## src/rtl/mips_ctrl_pkg.sv

```systemverilog
// ----------------------------------------------------------------------------
// mips_ctrl_pkg
//   Shared definitions for the multicycle MIPS control path:
//     - main-control state encodings (S_FETCH .. S_JUMP)
//     - opcode constants for the supported instruction classes
//     - OpALU codes handed to the ALU control decoder
//     - datapath select encodings (ALUSrcB, PCSource, IorD, MemtoReg, ...)
//     - is_legal_op(): true for opcodes this control unit sequences
//   The ALU control decoder imports the same package so that OpALU codes
//   stay in one place.
// ----------------------------------------------------------------------------
package mips_ctrl_pkg;

  // Main control states. Encodings 10..15 are unused and treated as
  // illegal by the next-state logic (recover to FETCH).
  typedef enum logic [3:0] {
    S_FETCH  = 4'd0,
    S_DECODE = 4'd1,
    S_MEMADR = 4'd2,
    S_MEMRD  = 4'd3,
    S_MEMWB  = 4'd4,
    S_MEMWR  = 4'd5,
    S_EXEC   = 4'd6,
    S_ALUWB  = 4'd7,
    S_BRANCH = 4'd8,
    S_JUMP   = 4'd9
  } state_t;

  // Opcodes (IR[31:26])
  localparam logic [5:0] OP_RTYPE = 6'b000000;
  localparam logic [5:0] OP_LW    = 6'b100011;
  localparam logic [5:0] OP_SW    = 6'b101011;
  localparam logic [5:0] OP_BEQ   = 6'b000100;
  localparam logic [5:0] OP_J     = 6'b000010;

  // OpALU codes consumed by the ALU control decoder
  localparam logic [1:0] ALUOP_ADD   = 2'b00;
  localparam logic [1:0] ALUOP_SUB   = 2'b01;
  localparam logic [1:0] ALUOP_FUNCT = 2'b10;

  // ALU operand B select
  localparam logic [1:0] SRCB_REGB   = 2'b00;
  localparam logic [1:0] SRCB_FOUR   = 2'b01;
  localparam logic [1:0] SRCB_IMM    = 2'b10;
  localparam logic [1:0] SRCB_IMMSH2 = 2'b11;

  // ALU operand A select
  localparam logic SRCA_PC   = 1'b0;
  localparam logic SRCA_REGA = 1'b1;

  // PC source select
  localparam logic [1:0] PCSRC_ALU    = 2'b00;
  localparam logic [1:0] PCSRC_ALUOUT = 2'b01;
  localparam logic [1:0] PCSRC_JUMP   = 2'b10;

  // Memory address select
  localparam logic IORD_PC     = 1'b0;
  localparam logic IORD_ALUOUT = 1'b1;

  // Register write data / destination selects
  localparam logic M2R_ALUOUT = 1'b0;
  localparam logic M2R_MDR    = 1'b1;
  localparam logic RDST_RT    = 1'b0;
  localparam logic RDST_RD    = 1'b1;

  // True for the opcodes this control unit knows how to sequence.
  function automatic logic is_legal_op(input logic [5:0] op);
    return (op == OP_RTYPE) || (op == OP_LW) || (op == OP_SW) ||
           (op == OP_BEQ)   || (op == OP_J);
  endfunction

endpackage

```

## src/rtl/mips_ctrl_outdec.sv

```systemverilog
// ----------------------------------------------------------------------------
// mips_ctrl_outdec
//   Pure combinational control-word decoder for the main control FSM.
//   Outputs are a function of the current state only (Moore), except:
//     - FETCH: IRWrite/PCWrite follow mem_ready (load IR and PC+4 only when
//       the instruction word actually arrives)
//     - MEMWR: instr_done follows mem_ready (store completes that cycle)
//     - DECODE: illegal_op flags an opcode that cannot be sequenced
//   Any state encoding outside S_FETCH..S_JUMP decodes to all zeros.
// Ports
//   state        in   4  current FSM state
//   mem_ready    in   1  memory completes current access this cycle
//   opcode       in   6  IR[31:26]
//   PCWrite .. instr_done  out  datapath control word (see top)
// ----------------------------------------------------------------------------
module mips_ctrl_outdec
  import mips_ctrl_pkg::*;
(
  input  logic [3:0] state,
  input  logic       mem_ready,
  input  logic [5:0] opcode,
  output logic       PCWrite,
  output logic       PCWriteCond,
  output logic       IorD,
  output logic       MemRead,
  output logic       MemWrite,
  output logic       IRWrite,
  output logic       MemtoReg,
  output logic       RegDst,
  output logic       RegWrite,
  output logic       ALUSrcA,
  output logic [1:0] ALUSrcB,
  output logic [1:0] OpALU,
  output logic [1:0] PCSource,
  output logic       illegal_op,
  output logic       instr_done
);

  always_comb begin
    PCWrite     = 1'b0;
    PCWriteCond = 1'b0;
    IorD        = IORD_PC;
    MemRead     = 1'b0;
    MemWrite    = 1'b0;
    IRWrite     = 1'b0;
    MemtoReg    = M2R_ALUOUT;
    RegDst      = RDST_RT;
    RegWrite    = 1'b0;
    ALUSrcA     = SRCA_PC;
    ALUSrcB     = SRCB_REGB;
    OpALU       = ALUOP_ADD;
    PCSource    = PCSRC_ALU;
    illegal_op  = 1'b0;
    instr_done  = 1'b0;

    case (state)
      S_FETCH: begin
        // Read instruction at PC while the ALU computes PC+4.
        MemRead  = 1'b1;
        IorD     = IORD_PC;
        ALUSrcA  = SRCA_PC;
        ALUSrcB  = SRCB_FOUR;
        OpALU    = ALUOP_ADD;
        PCSource = PCSRC_ALU;
        IRWrite  = mem_ready;
        PCWrite  = mem_ready;
      end
      S_DECODE: begin
        // Speculatively compute the branch target PC + (imm << 2).
        ALUSrcA    = SRCA_PC;
        ALUSrcB    = SRCB_IMMSH2;
        OpALU      = ALUOP_ADD;
        illegal_op = !is_legal_op(opcode);
      end
      S_MEMADR: begin
        ALUSrcA = SRCA_REGA;
        ALUSrcB = SRCB_IMM;
        OpALU   = ALUOP_ADD;
      end
      S_MEMRD: begin
        MemRead = 1'b1;
        IorD    = IORD_ALUOUT;
      end
      S_MEMWB: begin
        RegWrite   = 1'b1;
        MemtoReg   = M2R_MDR;
        RegDst     = RDST_RT;
        instr_done = 1'b1;
      end
      S_MEMWR: begin
        MemWrite   = 1'b1;
        IorD       = IORD_ALUOUT;
        instr_done = mem_ready;
      end
      S_EXEC: begin
        ALUSrcA = SRCA_REGA;
        ALUSrcB = SRCB_REGB;
        OpALU   = ALUOP_FUNCT;
      end
      S_ALUWB: begin
        RegWrite   = 1'b1;
        MemtoReg   = M2R_ALUOUT;
        RegDst     = RDST_RD;
        instr_done = 1'b1;
      end
      S_BRANCH: begin
        // ALU compares A-B; PC takes the target latched in ALUOut on zero.
        ALUSrcA     = SRCA_REGA;
        ALUSrcB     = SRCB_REGB;
        OpALU       = ALUOP_SUB;
        PCWriteCond = 1'b1;
        PCSource    = PCSRC_ALUOUT;
        instr_done  = 1'b1;
      end
      S_JUMP: begin
        PCWrite    = 1'b1;
        PCSource   = PCSRC_JUMP;
        instr_done = 1'b1;
      end
      default: begin
        // Unused encodings: everything stays at the inactive defaults.
      end
    endcase
  end

endmodule

```

## src/rtl/mips_main_control_fsm.sv

```systemverilog
// ----------------------------------------------------------------------------
// mips_main_control_fsm
//   Multicycle MIPS main control unit. Sequences R-type, lw, sw, beq and j
//   through FETCH..writeback and drives the datapath strobes and selects.
//   OpALU feeds the downstream ALU control decoder together with funct.
//   Memory states (FETCH, MEMRD, MEMWR) hold until mem_ready.
//
//   Structure: state register + next-state logic live here; the output
//   decode is the combinational sub-module mips_ctrl_outdec. While rst is
//   high every output is forced to 0, so nothing is written during reset
//   even though the (reset) state is FETCH.
// Ports
//   clk          in   1  system clock, rising edge
//   rst          in   1  asynchronous, active-high reset
//   opcode       in   6  IR[31:26], valid from DECODE onward
//   mem_ready    in   1  memory completes current read/write this cycle
//   PCWrite      out  1  unconditional PC load
//   PCWriteCond  out  1  PC load if ALU zero
//   IorD         out  1  memory address: 0=PC, 1=ALUOut
//   MemRead      out  1  memory read request
//   MemWrite     out  1  memory write request
//   IRWrite      out  1  instruction register load
//   MemtoReg     out  1  register write data: 0=ALUOut, 1=MDR
//   RegDst       out  1  destination register: 0=rt, 1=rd
//   RegWrite     out  1  register file write
//   ALUSrcA      out  1  0=PC, 1=regA
//   ALUSrcB      out  2  00=regB, 01=4, 10=signext imm, 11=signext imm<<2
//   OpALU        out  2  00 add, 01 sub, 10 funct decode
//   PCSource     out  2  00=ALU result, 01=ALUOut, 10=jump target
//   illegal_op   out  1  unsupported opcode seen in DECODE
//   instr_done   out  1  pulse in the final state of each instruction
//   state        out  4  current state (debug)
// ----------------------------------------------------------------------------
module mips_main_control_fsm
  import mips_ctrl_pkg::*;
(
  input  logic       clk,
  input  logic       rst,
  input  logic [5:0] opcode,
  input  logic       mem_ready,
  output logic       PCWrite,
  output logic       PCWriteCond,
  output logic       IorD,
  output logic       MemRead,
  output logic       MemWrite,
  output logic       IRWrite,
  output logic       MemtoReg,
  output logic       RegDst,
  output logic       RegWrite,
  output logic       ALUSrcA,
  output logic [1:0] ALUSrcB,
  output logic [1:0] OpALU,
  output logic [1:0] PCSource,
  output logic       illegal_op,
  output logic       instr_done,
  output logic [3:0] state
);

  logic [3:0] state_q;
  logic [3:0] state_d;

  // Raw decoder outputs before reset gating
  logic       dec_pc_write;
  logic       dec_pc_write_cond;
  logic       dec_iord;
  logic       dec_mem_read;
  logic       dec_mem_write;
  logic       dec_ir_write;
  logic       dec_mem_to_reg;
  logic       dec_reg_dst;
  logic       dec_reg_write;
  logic       dec_alu_src_a;
  logic [1:0] dec_alu_src_b;
  logic [1:0] dec_op_alu;
  logic [1:0] dec_pc_source;
  logic       dec_illegal_op;
  logic       dec_instr_done;

  // State register
  always_ff @(posedge clk or posedge rst) begin
    if (rst) begin
      state_q <= S_FETCH;
    end else begin
      state_q <= state_d;
    end
  end

  // Next-state logic
  always_comb begin
    state_d = state_q;
    case (state_q)
      S_FETCH: begin
        if (mem_ready) state_d = S_DECODE;
      end
      S_DECODE: begin
        case (opcode)
          OP_LW, OP_SW: state_d = S_MEMADR;
          OP_RTYPE:     state_d = S_EXEC;
          OP_BEQ:       state_d = S_BRANCH;
          OP_J:         state_d = S_JUMP;
          default:      state_d = S_FETCH;  // illegal: drop it, fetch next
        endcase
      end
      S_MEMADR: begin
        // IR holds the opcode, so it still tells lw from sw here.
        state_d = (opcode == OP_SW) ? S_MEMWR : S_MEMRD;
      end
      S_MEMRD: begin
        if (mem_ready) state_d = S_MEMWB;
      end
      S_MEMWB:  state_d = S_FETCH;
      S_MEMWR: begin
        if (mem_ready) state_d = S_FETCH;
      end
      S_EXEC:   state_d = S_ALUWB;
      S_ALUWB:  state_d = S_FETCH;
      S_BRANCH: state_d = S_FETCH;
      S_JUMP:   state_d = S_FETCH;
      default:  state_d = S_FETCH;  // unused encodings recover to FETCH
    endcase
  end

  // Output decode
  mips_ctrl_outdec u_outdec (
    .state       (state_q),
    .mem_ready   (mem_ready),
    .opcode      (opcode),
    .PCWrite     (dec_pc_write),
    .PCWriteCond (dec_pc_write_cond),
    .IorD        (dec_iord),
    .MemRead     (dec_mem_read),
    .MemWrite    (dec_mem_write),
    .IRWrite     (dec_ir_write),
    .MemtoReg    (dec_mem_to_reg),
    .RegDst      (dec_reg_dst),
    .RegWrite    (dec_reg_write),
    .ALUSrcA     (dec_alu_src_a),
    .ALUSrcB     (dec_alu_src_b),
    .OpALU       (dec_op_alu),
    .PCSource    (dec_pc_source),
    .illegal_op  (dec_illegal_op),
    .instr_done  (dec_instr_done)
  );

  // Reset gating: the state register already sits at FETCH during reset,
  // but FETCH would otherwise issue MemRead, so everything is squashed here.
  always_comb begin
    PCWrite     = dec_pc_write      & ~rst;
    PCWriteCond = dec_pc_write_cond & ~rst;
    IorD        = dec_iord          & ~rst;
    MemRead     = dec_mem_read      & ~rst;
    MemWrite    = dec_mem_write     & ~rst;
    IRWrite     = dec_ir_write      & ~rst;
    MemtoReg    = dec_mem_to_reg    & ~rst;
    RegDst      = dec_reg_dst       & ~rst;
    RegWrite    = dec_reg_write     & ~rst;
    ALUSrcA     = dec_alu_src_a     & ~rst;
    ALUSrcB     = dec_alu_src_b     & {2{~rst}};
    OpALU       = dec_op_alu        & {2{~rst}};
    PCSource    = dec_pc_source     & {2{~rst}};
    illegal_op  = dec_illegal_op    & ~rst;
    instr_done  = dec_instr_done    & ~rst;
    state       = state_q;
  end

endmodule

```

## config.mk

```make
export PLATFORM = sky130hd
export DESIGN_NAME = mips_main_control_fsm
export DESIGN_NICKNAME = d
export VERILOG_FILES = /design/src/rtl/mips_ctrl_pkg.sv /design/src/rtl/mips_ctrl_outdec.sv /design/src/rtl/mips_main_control_fsm.sv
export SDC_FILE = /design/constraint.sdc
export NUM_CORES = 1
export LEC_CHECK = 0
export CORE_MARGIN = 2
export CORE_UTILIZATION = 39
export CTS_CLUSTER_DIAMETER = 150
export DETAILED_ROUTE_END_ITERATION = 12
export GPL_ROUTABILITY_DRIVEN = 0
export PLACE_DENSITY = 0.88
export SLEW_MARGIN = 0
export SYNTH_ARGS = -nofsm -noshare
export SYNTH_HDL_FRONTEND = slang
export SYNTH_SLANG_ARGS = --single-unit
```

## constraint.sdc

```tcl
create_clock -name clk -period 2.1 [get_ports clk]
set_clock_uncertainty 0.05 [all_clocks]
set_input_delay 0.21 -clock clk [delete_from_list [all_inputs] [get_ports clk]]
set_output_delay 0.21 -clock clk [all_outputs]
set_load 0.01 [all_outputs]
```

==> flow_summary.toml, run 1 <==
[die]
die_width_um = 40.45
floorplan.rows = 13
top_level_ports = 31
area_of_the_placeable_core_sq_mm = 0.001269
chipHeight_um = 40.45
floorplan.die_area_sq_mm = 0.001636
initial_utilization_pct = 40.83

[pwr]
power_switching_mw = 0.1961
p_seq_share_pct = 22.6
vdd.ir_drop.worst_mv = 0.4928
power.share.clock_pct = 18.3
proportion_of_power_drawn_by_combinational_gates_pct = 59.1
switching_power_as_a_share_of_total_power_pct = 38.00
power-per-cell-area_mw_per_mm2 = 530.2
power.static_leakage_nw = 0.5170
internal_cell_power_mw = 0.3200

[finish]
largest_register_ffs = 4
layout.nets = 127
share_of_layout_cells_above_drive_strength_1_pct = 24.14
synthToLayoutAreaGrowth_pct = 87.92
antenna_cells_inserted = 0
fin_cells = 131
final_core_utilization_pct = 76.73

[setup_path]
reg2regPathDepth = 6
critical_path_class = "register to output pin"
crit_reg_reg_endpoint = "state[2]"
critical_path.endpoint_type = "output pin"
critPathLaunchType = "register"
worst_endpoint_data_arrival_time_ns = 1.87
cp.required_ns = 1.84
critical_path_peak_fanout = 7
r2r_slack_ns = 0.28
critical_register_to_register_path_startpoint = "state[1]"

[sta]
layout_worst_path_cycle_share_pct = 101.5
rsz0062_at_grt = "true"
slew-limit-headroom_pct = 83.17
worst_slew_pin_slew_ns = 0.2501
timing.final.hold_violations = 0
drv_slew = 0
period_minus_slack_ns = 2.131
setup_total_negative_slack_ns = -0.03117
fmax_mhz = 469.2
setup_ws_ns = -0.03117
setup-violations-final = 1

[yosys]
synth-warning-count = 0
mappedNetlistArea_sq_um = 518.0
synth.ff_latch_count = 4
seq_area_frac_synth_pct = 19.32
number_of_synthesized_flops_with_an_enable_pin = 0
yosysUniqueCellTypes = 35
synth_area_per_cell_sq_um = 7.000
fraction_of_post_synthesis_cell_area_in_the_top_cell_type_by_area_pct = 19.32
syn_nets = 83
synth_top_cell_by_area = "sky130_fd_sc_hd__dfrtp_1"
syn_inst = 74
async_reset_ff_share_pct = 100.0
ys.flop_type = "sky130_fd_sc_hd__dfrtp_1"
synth.area.top_cells = "sky130_fd_sc_hd__dfrtp_1 19%, sky130_fd_sc_hd__nor3_1 7.7%, sky130_fd_sc_hd__nor2_1 6.5%"

[route]
route.detailed.wl_per_inst_um = 14.11
drcViolationCount = 0
drt_pass1_iterations = 4
detail_route.iter0.violations = 21
wl_um = 1848
vias = 743
ant_nets = 0
vias_per_cell = 5.672

[worst_hold_path]
min_path_type = "input pin to asynchronous set/reset pin"

[clock_tree]
clock_tree.root_cell = "sky130_fd_sc_hd__clkbuf_4"
cts-buffers-inserted = 3
cts_hold_repair.buffers = 0
clock_tree_buffer_depth = 2
tritoncts = "yes"
cts-htree-levels = 1
path_clk_slew_ns = 0.04
clock_insertion_delay_worst_skew_ns = 0.24
cts_sinks = 4

[place]
placedCellCount = 124
dpl.hpwl_um = 1260
buffers_added_on_ports = 30
worst_slack_at_placement_ns = -0.0004970

[global_route]
antenna_found_initial = 0
grt_pass1_vias = 584
overflow = 0
grt_start_max_net_pins = 15
groute.usage.overall_pct = 21.27
wire_length_of_the_first_global_routing_pass_um = 2359

[outcome]
status = "finished with violations"
failed_checks = "setup timing"

[job]
drv.max_cap_violation_count = 0
logic make-up after synthesis:
family	synth area share [%]
and+or+nand+nor	43.73
DFF	19.32
muxes	1.932
buffers and inverters	8.936
xor gates and xnor gates	5.073
AOI/OAI and AO/OA	21.02
synthesized netlist by cell type (2+ instances only):
cell,n
sky130_fd_sc_hd__nand3_1,2
sky130_fd_sc_hd__nor3_1,8
sky130_fd_sc_hd__xnor2_1,2
sky130_fd_sc_hd__inv_1,4
sky130_fd_sc_hd__and3_1,3
sky130_fd_sc_hd__a21oi_1,4
sky130_fd_sc_hd__nand2_1,7
sky130_fd_sc_hd__dfrtp_1,4
sky130_fd_sc_hd__o32ai_1,2
sky130_fd_sc_hd__a211oi_1,2
sky130_fd_sc_hd__nor2_1,9
sky130_fd_sc_hd__buf_2,4
per-stage QoR:
stage	total power [mW]	hold WS [ns]	cell area, sq um
final	0.5161	0.2756	973.4
after detailed placement	0.3907	0.4997	888.4
after floorplan	0.2556	-0.05735	518.0
after CTS	0.5018	0.2613	920.9
after global placement	0.3825	0.4738	888.4
after global routing	0.5536	0.2860	973.4
area by class of cell:
| cell class | count | area, sq um |
|---|---|---|
| Tap cell | 15 | 18.77 |
| Inverter | 4 | 15.01 |
| Fill cell | 93 | 295.3 |
| Clock buffer | 3 | 22.52 |
| Timing Repair Buffer | 45 | 425.4 |
| Sequential cell | 4 | 102.6 |
| Multi-Input combinational cell | 60 | 389.1 |
repair_timing:
item                                    in CTS  in global routing
gates resized for setup                      7                  8
endpoints found under the setup margin      11                  8
buffers inserted                             0                  4
pin swaps                                    0                  1
how the worst max path moves through the flow:
stage / startpoint / endpoint / slack (ns) / cells past startpoint
floorplan: state[3] / PCWrite / 0.29 / 5
global placement: opcode[5] / illegal_op / 0.06 / 6
detailed placement: rst / PCWrite / -0.0005 / 6
CTS: state[1] / PCWrite / 0.01 / 4
global route: state[2] / OpALU[0] / -0.10 / 5
finish: state[2] / OpALU[0] / -0.03 / 5
cells in the final DEF (no fill, tap or decap), drive strengths merged, types with 3 or more instances in the layout:
cell | netlist | layout
clkdlybuf4s50 | 0 | 22
nor3 | 9 | 9
dfrtp | 4 | 4
nor2 | 10 | 10
and3 | 3 | 3
nand2 | 7 | 7
clkbuf | 0 | 3
a21oi | 4 | 4
inv | 4 | 4
buf | 6 | 15
dlymetal6s2s | 0 | 6
power groups by stage:
stage | sequential (mW) | clock, mW | combinational, mW
floorplan | 0.102 | 0 | 0.153
global placement | 0.115 | 0 | 0.267
detailed placement | 0.116 | 0 | 0.274
CTS | 0.119 | 0.101 | 0.282
global route | 0.119 | 0.108 | 0.327
finish | 0.117 | 0.0946 | 0.305
metal layers:
layer / up-vias / wire (um) / GRT usage (%)
li1: 356 / - / -
met1: 343 / 690 / 21.45
met2: 40 / 997 / 43.65
met3: 4 / 119 / 5.000
met4: 0 / 40 / 2.500
met5: - / 0 / 0
critical path, cell delays in order (launching register included):
cell,delay (ns)
sky130_fd_sc_hd__dfrtp_1,0.41
sky130_fd_sc_hd__buf_4,0.19
sky130_fd_sc_hd__inv_2,0.10
sky130_fd_sc_hd__nand3_1,0.15
sky130_fd_sc_hd__nor3_1,0.20
sky130_fd_sc_hd__clkdlybuf4s50_1,0.57
Power figures use the tool's default switching activity.
==> run 2: changes to the inputs <==
CORE_UTILIZATION = 36   (was 39)
PLACE_DENSITY = 0.83   (was 0.88)
clock period = 2 ns   (was 2.1 ns; I/O delays follow)
==> flow_summary.toml, run 2 (synthesis gave the netlist of run 1 again) <==
[finish]
fillerInstances = 108
layout.cells.most_common = "sky130_fd_sc_hd__buf_4"
share_of_layout_cells_above_drive_strength_1_pct = 28.33
synthToLayoutAreaGrowth_pct = 94.20
largest_register_ffs = 4
fin_cells = 135
layout.nets = 131
most-common-layout-cells = "20 x sky130_fd_sc_hd__buf_4, 14 x sky130_fd_sc_hd__clkdlybuf4s50_1, 9 x sky130_fd_sc_hd__dlymetal6s2s_1"
antenna_cells_inserted = 0

[route]
wl_um = 1782
drt_pass1_iterations = 4
detail_route.iter0.violations = 10
vias_per_cell = 5.281
drcViolationCount = 0
vias = 713
route.detailed.wl_per_inst_um = 13.20
ant_nets = 0

[pwr]
power-per-cell-area_mw_per_mm2 = 537.6
vdd.ir_drop.worst_mv = 0.6790
internal_cell_power_mw = 0.3345
p_seq_share_pct = 20.6
proportion_of_power_drawn_by_combinational_gates_pct = 61.1
power.static_leakage_nw = 0.5989
power.share.clock_pct = 18.3
power_switching_mw = 0.2063
switching_power_as_a_share_of_total_power_pct = 38.15

[setup_path]
critical_path.endpoint_type = "output pin"
worst_endpoint_data_arrival_time_ns = 1.69
reg2regPathDepth = 6
critical_path_peak_fanout = 3
cp.required_ns = 1.75
crit_reg_reg_endpoint = "state[2]"
critPathLaunchType = "input pin"
critical_path_class = "input pin to output pin"
critical_register_to_register_path_startpoint = "state[1]"
r2r_slack_ns = 0.20

[sta]
drv_slew = 0
period_minus_slack_ns = 1.937
fmax_mhz = 516.4
slew-limit-headroom_pct = 82.91
timing.final.hold_violations = 0
layout_worst_path_cycle_share_pct = 96.83
setup_ws_ns = 0.06348
setup-violations-final = 0
worst_slew_pin_slew_ns = 0.2544

[global_route]
antenna_found_initial = 0
grt_pass1_vias = 658
groute.usage.overall_pct = 20.30
grt_util_met2_pct = 40.94
use_met3_pct = 4.783
gr-max-usage-layer = "met2"
groute.layer.met1.usage_pct = 19.32
grt_start_max_net_pins = 9
wire_length_of_the_first_global_routing_pass_um = 2801
overflow = 0

[worst_hold_path]
min_path_type = "input pin to asynchronous set/reset pin"

[clock_tree]
cts-htree-levels = 1
cts-buffers-inserted = 3
cts_sinks = 4
clock_insertion_delay_worst_skew_ns = 0.23
clock_tree.root_cell = "sky130_fd_sc_hd__clkbuf_4"
path_clk_slew_ns = 0.04
tritoncts = "yes"
clock_tree_buffer_depth = 2

[die]
die_width_um = 41.93
initial_utilization_pct = 39.32
floorplan.rows = 13
chipHeight_um = 41.93
top_level_ports = 31
floorplan.die_area_sq_mm = 0.001758
area_of_the_placeable_core_sq_mm = 0.001318

[outcome]
status = "finished clean"

[place]
worst_slack_at_placement_ns = -0.06117
placedCellCount = 130
dpl.hpwl_um = 1294
buffers_added_on_ports = 30

[job]
drv.max_cap_violation_count = 0
[run 2: cell type report]
class                   instances  area (sq um)  share of cell area [%]
inverters                       4         15.01                   1.493
clock buffers                   3         22.52                   2.239
well taps                      15         18.77                   1.866
flip-flops and latches          4         102.6                   10.20
multi-input cells              60         391.6                   38.93
repair buffers                 49         455.4                   45.27
[run 2: repair_timing]
action | in CTS | in global routing
buffers inserted | 2 | 0
hold endpoints to repair | 0 | 0
resized for setup | 11 | 13
setup endpoints to repair | 12 | 11
hold buffers | 0 | 0
pin swaps | 0 | 0
[run 2: power by group through the flow]
stage	Sequential [mW]	Combinational [mW]	Clock, mW
detailed placement	0.112	0.315	0
CTS	0.109	0.328	0.102
global route	0.112	0.362	0.116
floorplan	0.108	0.161	0
global placement	0.112	0.308	0
finish	0.112	0.330	0.0990
[run 2: worst max-delay path by stage]
stage | end | slack [ns] | depth (start not counted) | from
after floorplan | PCWrite | 0.20 | 5 | state[3]
after global placement | PCWrite | -0.06 | 6 | rst
after detailed placement | PCWrite | -0.06 | 6 | rst
after CTS | PCWriteCond | -0.02 | 4 | state[2]
after global routing | PCSource[0] | -0.02 | 6 | rst
final | PCSource[0] | 0.06 | 6 | rst
[run 2: layer usage]
layer  part of all wire (%)  up-vias
met5                      0        -
met4                      0        0
met3                    5.4        0
met2                     57       25
met1                     38      328
li1                       -      360
[run 2: per-stage QoR]
step / power (mW) / util (%) / hold slack (ns) / TNS, ns / cell area, sq um
finish: 0.5408 / 76.35 / 0.3567 / 0 / 1006
global route: 0.5892 / 76.35 / 0.3649 / -0.01996 / 1006
CTS: 0.5396 / 73.88 / 0.3303 / -0.04555 / 973.4
detailed placement: 0.4266 / 70.85 / 0.5630 / -0.09247 / 933.4
global placement: 0.4201 / 70.85 / 0.5549 / -0.08380 / 933.4
floorplan: 0.2684 / - / -0.06735 / 0 / 518.0
[run 2: critical path, cell delays in order]
cell and delay (ns):
sky130_fd_sc_hd__clkdlybuf4s50_1 0.42, sky130_fd_sc_hd__inv_1 0.09, sky130_fd_sc_hd__buf_4 0.12, sky130_fd_sc_hd__nand3_1 0.13, sky130_fd_sc_hd__nor3_2 0.16, sky130_fd_sc_hd__clkdlybuf4s50_1 0.56
